## src/rtl/ux607_pwm_deadtime.sv

```systemverilog
// Complementary high/low-side driver with programmable dead time on both edges, one
// pair per PWM core output. Outputs decode registered state only, so the pair never overlaps.
module ux607_pwm_deadtime #(
    parameter int NCH = 4,
    parameter int DTW = 8
) (
    input  logic              clock,
    input  logic              reset,
    input  logic [NCH-1:0]    io_pwm_in,
    input  logic              io_cfg_write_valid,
    input  logic [31:0]       io_cfg_write_bits,
    output logic [31:0]       io_cfg_read,
    output logic [2*NCH-1:0]  io_state_read,
    output logic [NCH-1:0]    io_hi,
    output logic [NCH-1:0]    io_lo,
    output logic              io_busy
);

    typedef enum logic [1:0] {
        ST_OFF = 2'd0,
        ST_LO  = 2'd1,
        ST_DT  = 2'd2,
        ST_HI  = 2'd3
    } state_t;

    logic [7:0]     dt_rise_q;
    logic [7:0]     dt_fall_q;
    logic [NCH-1:0] en_q;
    logic [NCH-1:0] inv_lo_q;

    logic [DTW-1:0] rise_ld;
    logic [DTW-1:0] fall_ld;
    logic           cfg_unused;

    state_t         state_q [NCH];
    state_t         state_d [NCH];
    logic           dir_q   [NCH];
    logic           dir_d   [NCH];
    logic [DTW-1:0] cnt_q   [NCH];
    logic [DTW-1:0] cnt_d   [NCH];

    assign rise_ld     = DTW'(dt_rise_q);
    assign fall_ld     = DTW'(dt_fall_q);
    assign cfg_unused  = ^io_cfg_write_bits[31:24];
    assign io_cfg_read = {8'h00, inv_lo_q, en_q, dt_fall_q, dt_rise_q};

    always_ff @(posedge clock) begin
        if (reset) begin
            dt_rise_q <= '0;
            dt_fall_q <= '0;
            en_q      <= '0;
            inv_lo_q  <= '0;
        end else if (io_cfg_write_valid) begin
            dt_rise_q <= io_cfg_write_bits[7:0];
            dt_fall_q <= io_cfg_write_bits[15:8];
            en_q      <= io_cfg_write_bits[16 +: NCH];
            inv_lo_q  <= io_cfg_write_bits[20 +: NCH];
        end
    end

    always_ff @(posedge clock) begin
        for (int i = 0; i < NCH; i++) begin
            if (reset) begin
                state_q[i] <= ST_OFF;
                dir_q[i]   <= 1'b0;
                cnt_q[i]   <= '0;
            end else begin
                state_q[i] <= state_d[i];
                dir_q[i]   <= dir_d[i];
                cnt_q[i]   <= cnt_d[i];
            end
        end
    end

    // dir selects DT_UP (1, heading to HI) or DT_DN (0, heading to LO); an input that
    // reverses during dead time jumps straight back to the side that was already driven.
    always_comb begin
        for (int i = 0; i < NCH; i++) begin
            state_d[i] = state_q[i];
            dir_d[i]   = dir_q[i];
            cnt_d[i]   = cnt_q[i];
            if (!en_q[i]) begin
                state_d[i] = ST_OFF;
                dir_d[i]   = 1'b0;
                cnt_d[i]   = '0;
            end else begin
                unique case (state_q[i])
                    ST_OFF: begin
                        state_d[i] = ST_DT;
                        dir_d[i]   = io_pwm_in[i];
                        cnt_d[i]   = io_pwm_in[i] ? rise_ld : fall_ld;
                    end
                    ST_LO: begin
                        if (io_pwm_in[i]) begin
                            if (rise_ld == '0) begin
                                state_d[i] = ST_HI;
                            end else begin
                                state_d[i] = ST_DT;
                                dir_d[i]   = 1'b1;
                                cnt_d[i]   = rise_ld - DTW'(1);
                            end
                        end
                    end
                    ST_HI: begin
                        if (!io_pwm_in[i]) begin
                            if (fall_ld == '0) begin
                                state_d[i] = ST_LO;
                            end else begin
                                state_d[i] = ST_DT;
                                dir_d[i]   = 1'b0;
                                cnt_d[i]   = fall_ld - DTW'(1);
                            end
                        end
                    end
                    ST_DT: begin
                        if (io_pwm_in[i] != dir_q[i]) begin
                            state_d[i] = dir_q[i] ? ST_LO : ST_HI;
                        end else if (cnt_q[i] == '0) begin
                            state_d[i] = dir_q[i] ? ST_HI : ST_LO;
                        end else begin
                            cnt_d[i] = cnt_q[i] - DTW'(1);
                        end
                    end
                    default: state_d[i] = ST_OFF;
                endcase
            end
        end
    end

    always_comb begin
        io_hi         = '0;
        io_lo         = '0;
        io_state_read = '0;
        io_busy       = 1'b0;
        for (int i = 0; i < NCH; i++) begin
            io_hi[i]              = (state_q[i] == ST_HI);
            io_lo[i]              = (state_q[i] == ST_LO) ^ inv_lo_q[i];
            io_state_read[2*i +: 2] = state_q[i];
            io_busy               = io_busy | (state_q[i] == ST_DT);
        end
    end

endmodule

```

## config.mk

```make
export PLATFORM = sky130hd
export DESIGN_NAME = ux607_pwm_deadtime
export DESIGN_NICKNAME = d
export VERILOG_FILES = /design/src/rtl/ux607_pwm_deadtime.sv
export SDC_FILE = /design/constraint.sdc
export NUM_CORES = 1
export LEC_CHECK = 0
export BUFFER_PORTS_ARGS = -buffer_cell sky130_fd_sc_hd__buf_2
export CELL_PAD_IN_SITES_DETAIL_PLACEMENT = 1
export CELL_PAD_IN_SITES_GLOBAL_PLACEMENT = 1
export CORE_UTILIZATION = 42
export DETAILED_ROUTE_END_ITERATION = 10
export PLACE_DENSITY_LB_ADDON = 0.15
export SLEW_MARGIN = 20
export SYNTH_ARGS = -nofsm -noshare
export SYNTH_HDL_FRONTEND = slang
export SYNTH_SLANG_ARGS = --single-unit
```

## constraint.sdc

```tcl
create_clock -name clock -period 3.2 [get_ports clock]
set_clock_uncertainty 0.05 [all_clocks]
set_input_delay 0.16 -clock clock [delete_from_list [all_inputs] [get_ports clock]]
set_output_delay 0.16 -clock clock [all_outputs]
set_load 0.02 [all_outputs]
```

==> flow_summary.json, run 1 <==
{
  "htreeDepth": 3,
  "global_route.overflow_total": 0,
  "drc": 0,
  "timing.reg2reg.setup_slack_ps": 560,
  "p_clk_share_pct": 40.3,
  "grt_pass1_vias": 4619,
  "rows": 38,
  "hold_violations": 0,
  "clk_latency_ps": 340,
  "dpl.hpwl_um": 11600,
  "ys_ff_latch": 68,
  "drive_above_1_share_pct": 23.73,
  "post-cts-setup-buffers": 0,
  "fmax_mhz": 379.3,
  "wl_per_cell_um": 21.31,
  "diodes": 0,
  "root_buffer": "clkbuf_16",
  "wl_met1_um": 7296,
  "p_sw_uw": 786.2,
  "postSynthAreaPerCell_um2": 8.524,
  "reg2regPathDepth": 8,
  "core_area_um2": 11080,
  "via_per_inst": 6.073,
  "crit_path_start": "cnt_q[0][0]",
  "gp_congestion": 0.8854,
  "async_flop_share_pct": 0,
  "fin_tns_setup_ps": 0,
  "status": "finished clean",
  "clkTransAtPathRegs_ps": 60,
  "syn_inst": 571,
  "power_frac_comb_pct": 23.9,
  "final_util_pct": 50.69,
  "pwr-share-seq_pct": 35.8,
  "maxUsedRoutingLayer": "met4",
  "cp.required_ps": 3370,
  "timing.final.crit_share_pct": 82.39,
  "final_cell_mix": "buf_2, nor2_1, dfxtp_1, mux2i_1, nand2_1",
  "grt_pass1_wl_um": 25850,
  "grt_start_max_net_pins": 30,
  "worstPathArrival_ps": 2800,
  "start_kind": "flop",
  "cts.sinks": 68,
  "p_leak_uw": 0.002400,
  "reg2reg_from": "cnt_q[0][0]",
  "hold_path_class": "in -> reg",
  "worst_pin_slew_ps": 1102,
  "critPathKind": "reg -> reg",
  "crit_path_end_kind": "flop",
  "slew_violations": 0,
  "layout_commonest_cell": "buf_2",
  "synth_top_area_share_pct": 27.97,
  "seq_area_frac_synth_pct": 27.97,
  "cts_resized": 0,
  "worstPathMaxFanout": 9,
  "portBuffers": 71,
  "finalSetupViolCount": 0,
  "cts_tree": "yes",
  "die_h_um": 109.7,
  "ir_drop_mv": 0.2215,
  "p_int_uw": 1758,
  "synth_flop_cell": "dfxtp_1",
  "fin_hold_ws_ps": 6.964,
  "die-area_um2": 12020,
  "min_period_ps": 2637,
  "synthesis.area_um2": 4867,
  "finalNetCount": 670,
  "wl_met2_um": 7622,
  "rsz0062_at_grt": "false",
  "globalRouteTotalUtil_pct": 29.08,
  "slew_headroom_pct": 25.83,
  "dr_total_vias": 4664,
  "crit_path_end": "cnt_q[0][2]",
  "p_per_area_nw_per_um2": 453.1,
  "r2r_end": "cnt_q[0][2]",
  "clk_path_buf_depth": 2,
  "maxCapViolCount": 0,
  "io_pins": 88,
  "dr_wl_met3_um": 1067,
  "drtAntennaViolNets": 0,
  "yosys.area.top_type": "dfxtp_1",
  "syn_to_final_growth_pct": 15.37,
  "yosysUniqueCellTypes": 60,
  "die_w_um": 109.7,
  "switching_share_pct": 30.90,
  "first_pass_iters": 5,
  "numCtsBuffers": 9,
  "synth-edff-count": 0,
  "drtIter0Drc": 363,
  "synth_area_leaders": "dfxtp_1, mux2i_1, mux4_2, nor2_1, xnor2_1",
  "start_util_pct": 43.93,
  "cts_hold_buf": 0,
  "antenna_found_initial": 0,
  "ys_warn_count": 0,
  "drt-total-wl_um": 16360
}
-- worst max-delay path, stage by stage, from the launching register on --
cell	delay, ps
dfxtp_1	350
inv_1	70
ha_1	180
or4b_2	640
o41ai_1	470
a32oi_1	300
buf_4	270
mux2i_1	150
nor2_1	50
-- power by group through the flow --
stage          combinational, µW  clock, µW  sequential (µW)
2_1_floorplan                395          0              942
6_report                     609       1020              911
4_1_cts                      601       1040              910
3_5_place_dp                 597          0              928
5_1_grt                      652       1070              914
3_3_place_gp                 585          0              926
-- metrics by stage --
stage | cells | total power (µW) | area (µm²) | setup WS (ps)
3_3_place_gp | 751 | 1511 | 5304 | 643.5
5_1_grt | 768 | 2633 | 5615 | 447.8
4_1_cts | 767 | 2550 | 5608 | 413.5
2_1_floorplan | 578 | 1337 | 4893 | 677.2
6_report | 768 | 2544 | 5615 | 563.4
3_5_place_dp | 751 | 1525 | 5304 | 553.4
-- cell families (layout without fill, tap and decap cells) --
group	Yosys count	in the layout	share of synthesized area [%]
DFF	68	68	27.97
buffers and inverters	80	130	7.403
adders and majority gates	8	8	2.057
xor gates and xnor gates	37	37	6.658
muxes	68	68	17.97
other	1	8	0.07705
and+or+nand+nor	177	177	18.25
AOI/OAI and AO/OA	132	132	19.61
-- Yosys cell counts (4+ instances only) --
library cell / count
or4_1: 4
xor2_1: 13
inv_1: 20
nor3b_1: 7
ha_1: 8
a21oi_1: 24
a31oi_1: 4
mux2_2: 5
buf_4: 9
o31ai_1: 8
nand2b_1: 7
nor4_1: 6
buf_1: 6
xnor2_1: 24
a221oi_1: 9
o21ai_0: 20
o211ai_1: 8
nand3_1: 4
a311oi_1: 4
mux4_2: 15
nor3_1: 14
dfxtp_1: 68
clkbuf_1: 39
mux2i_1: 48
a211oi_1: 21
or3_1: 4
or3b_2: 4
a211oi_2: 6
nor2_1: 69
nor2b_1: 14
nand2_1: 30
-- state kept, by name, summed over array words and instances, names as in the netlist --
signal,flops
cnt_q,32
dt_fall_q,8
dt_rise_q,8
state_q,8
dir_q,4
en_q,4
inv_lo_q,4
-- per-layer routing --
| layer | vias to the layer above | GRT usage (%) |
|---|---|---|
| met4 | 0 | 11.71 |
| met5 | - | 0 |
| li1 | 2158 | - |
| met2 | 186 | 46.14 |
| met3 | 33 | 3.794 |
| met1 | 2287 | 39.91 |
-- worst min path at each step --
| stage | start | to | slack, ps | depth (start not counted) |
|---|---|---|---|---|
| floorplan | io_cfg_write_bits[16] | en_q[0] | 260 | 2 |
| global placement | io_cfg_write_bits[20] | inv_lo_q[0] | 340 | 3 |
| detailed placement | io_cfg_write_bits[14] | dt_fall_q[6] | 350 | 3 |
| CTS | io_cfg_write_bits[14] | dt_fall_q[6] | 7 | 3 |
| global route | io_cfg_write_bits[19] | en_q[3] | 20 | 3 |
| finish | io_cfg_write_bits[14] | dt_fall_q[6] | 7 | 3 |
-- layout make-up --
type                            count  area [µm²]
Clock buffer                       12       256.5
Clock inverter                      4       47.55
Inverter                           20       75.07
Fill cell                        1329        5463
Multi-Input combinational cell    430        3172
Tap cell                          140       175.2
Sequential cell                    68        1361
Timing Repair Buffer               94       528.0
Power figures use the tool's default switching activity.
==> run 2: changes to the inputs <==
==> constraint.sdc (replaced) <==
create_clock -name clock -period 2.64 [get_ports clock]
set_clock_uncertainty 0.05 [all_clocks]
set_input_delay 0.132 -clock clock [delete_from_list [all_inputs] [get_ports clock]]
set_output_delay 0.132 -clock clock [all_outputs]
set_load 0.02 [all_outputs]
==> run 2 against run 1 <==
Hold slack worse by 1.7 ps. Power up 31%. Register-to-register slack worse by 390 ps. First-iteration DRC count down 6.9%. Combinational power up 31%. Sequential power up 21%. Count of clock-buffer cells in the layout unchanged. Die area unchanged. Utilization up 3.2 points. Clock power up 41%. Critical path type unchanged. Critical endpoint is now cnt_q[1][7].
==> flow_summary.json, run 2 (synthesized netlist as in run 1, its figures left out) <==
{
  "status": "finished clean",
  "fin_hold_ws_ps": 5.242,
  "diodes": 0,
  "critPathKind": "reg -> reg",
  "drt-total-wl_um": 17100,
  "hold_violations": 0,
  "htreeDepth": 3,
  "cpLargestDelayFamily": "simple AND/OR/NAND/NOR gates",
  "ir_drop_mv": 0.4388,
  "drtAntennaViolNets": 0,
  "gp_congestion": 0.8950,
  "io_pins": 88,
  "grt_start_max_net_pins": 25,
  "crit_path_start": "cnt_q[1][0]",
  "syn_to_final_growth_pct": 22.54,
  "p_leak_uw": 0.002568,
  "timing.reg2reg.setup_slack_ps": 170,
  "drive_above_1_share_pct": 24.73,
  "global_route.overflow_total": 0,
  "layout_commonest_cell": "buf_2",
  "first_pass_iters": 6,
  "p_clk_share_pct": 43.2,
  "clkTransAtPathRegs_ps": 60,
  "reg2reg_from": "cnt_q[1][0]",
  "antenna_found_initial": 0,
  "grt_pass1_wl_um": 27320,
  "crit_path_end_kind": "flop",
  "dpl-instance-area_um2": 5394,
  "final_util_pct": 53.84,
  "slew_headroom_pct": 49.79,
  "dpl.hpwl_um": 12040,
  "crit_path_cell_trace": "inv_1 > ha_1 > or4b_2 > nor4b_1 > o21ai_2 > and2_4 > a311oi_2",
  "grt_pass1_vias": 4959,
  "globalRouteTotalUtil_pct": 30.92,
  "portBuffers": 71,
  "cts_tree": "yes",
  "dr_total_vias": 4791,
  "via_per_inst": 5.996,
  "worstPathArrival_ps": 2680,
  "power_frac_comb_pct": 23.9,
  "root_buffer": "clkbuf_16",
  "maxCapViolCount": 0,
  "die_h_um": 109.7,
  "die_w_um": 109.7,
  "max_stage_delay_ps": 680,
  "timing.final.crit_share_pct": 93.59,
  "finalSetupViolCount": 0,
  "final_cell_mix": "buf_2, nor2_1, dfxtp_1, mux2i_1, buf_4",
  "slowest_stage": "or4b_2",
  "worst_pin_slew_ps": 753.1,
  "fin_tns_setup_ps": 0,
  "core_area_um2": 11080,
  "p_sw_uw": 975.2,
  "largest-register": "cnt_q",
  "dp_slack_ps": 23.05,
  "pwr-share-seq_pct": 32.9,
  "die-area_um2": 12020,
  "switching_share_pct": 29.22,
  "p_per_area_nw_per_um2": 559.5,
  "cp.required_ps": 2850,
  "cp_num_buf_inv": 1,
  "fmax_mhz": 404.7,
  "fin_area_um2": 5964,
  "min_period_ps": 2471,
  "numCtsBuffers": 9,
  "clk_path_buf_depth": 2,
  "wl_per_cell_um": 21.40,
  "fin_ws_ps": 169.2,
  "worstPathMaxFanout": 9,
  "slew_violations": 0,
  "largest_reg_flops": 32,
  "start_util_pct": 43.93,
  "rsz0062_at_grt": "false",
  "hold_path_class": "in -> reg",
  "clk_latency_ps": 350,
  "drc": 0,
  "rows": 38,
  "finalNetCount": 701,
  "start_kind": "flop",
  "cts.sinks": 68,
  "hp-start": "io_cfg_write_bits[19]",
  "drtIter0Drc": 338,
  "p_int_uw": 2362
}
[run 2: through the flow]
step	std cells	total power, µW
4_1_cts	799	3345
6_report	799	3337
5_1_grt	799	3458
3_5_place_dp	763	1873
2_1_floorplan	578	1621
3_3_place_gp	763	1851
[run 2: timing repair]
item,CTS,global route
setup buffers,0,0
endpoints found under the setup margin,6,4
hold buffers,20,0
gates resized for setup,1,2
cloned,0,0
hold endpoints to repair,20,0
[run 2: final cells by class]
cell class              instances  area [µm²]
multi-input cells             430        3191
well taps                     140       175.2
clock buffers                  12       256.5
clock inverters                 4       95.09
repair buffers                125       810.8
flip-flops and latches         68        1361
fillers                      1330        5114
inverters                      20       75.07
[run 2: worst paths after layout]
kind / to / cells past startpoint
min reg2reg: cnt_q[2][6] / 2
max reg2reg: cnt_q[1][7] / 7
max: cnt_q[1][7] / 7
min: en_q[3] / 3
[run 2: power groups by stage]
stage	combinational, µW	sequential (µW)	clock [µW]
3_5_place_dp	755	1120	0
2_1_floorplan	479	1140	0
3_3_place_gp	736	1110	0
6_report	797	1100	1440
5_1_grt	853	1100	1500
4_1_cts	785	1100	1460
[run 2: routing by layer]
metal / wire length [µm] / GRT usage [%] / vias to the layer above
li1: - / - / 2227
met1: 7418 / 38.53 / 2374
met2: 8371 / 52.25 / 162
met3: 951 / 7.172 / 28
met4: 357 / 10.67 / 0
met5: 0 / 0 / -
[run 2: worst register-to-register path: cells and delay by family, from the launching register on]
kind / cells / cell delay (ps)
adders and majority gates: 1 / 210
AOI/OAI and AO/OA: 2 / 410
and+or+nand+nor: 3 / 1300
DFF: 1 / 350
buffers and inverters: 1 / 70
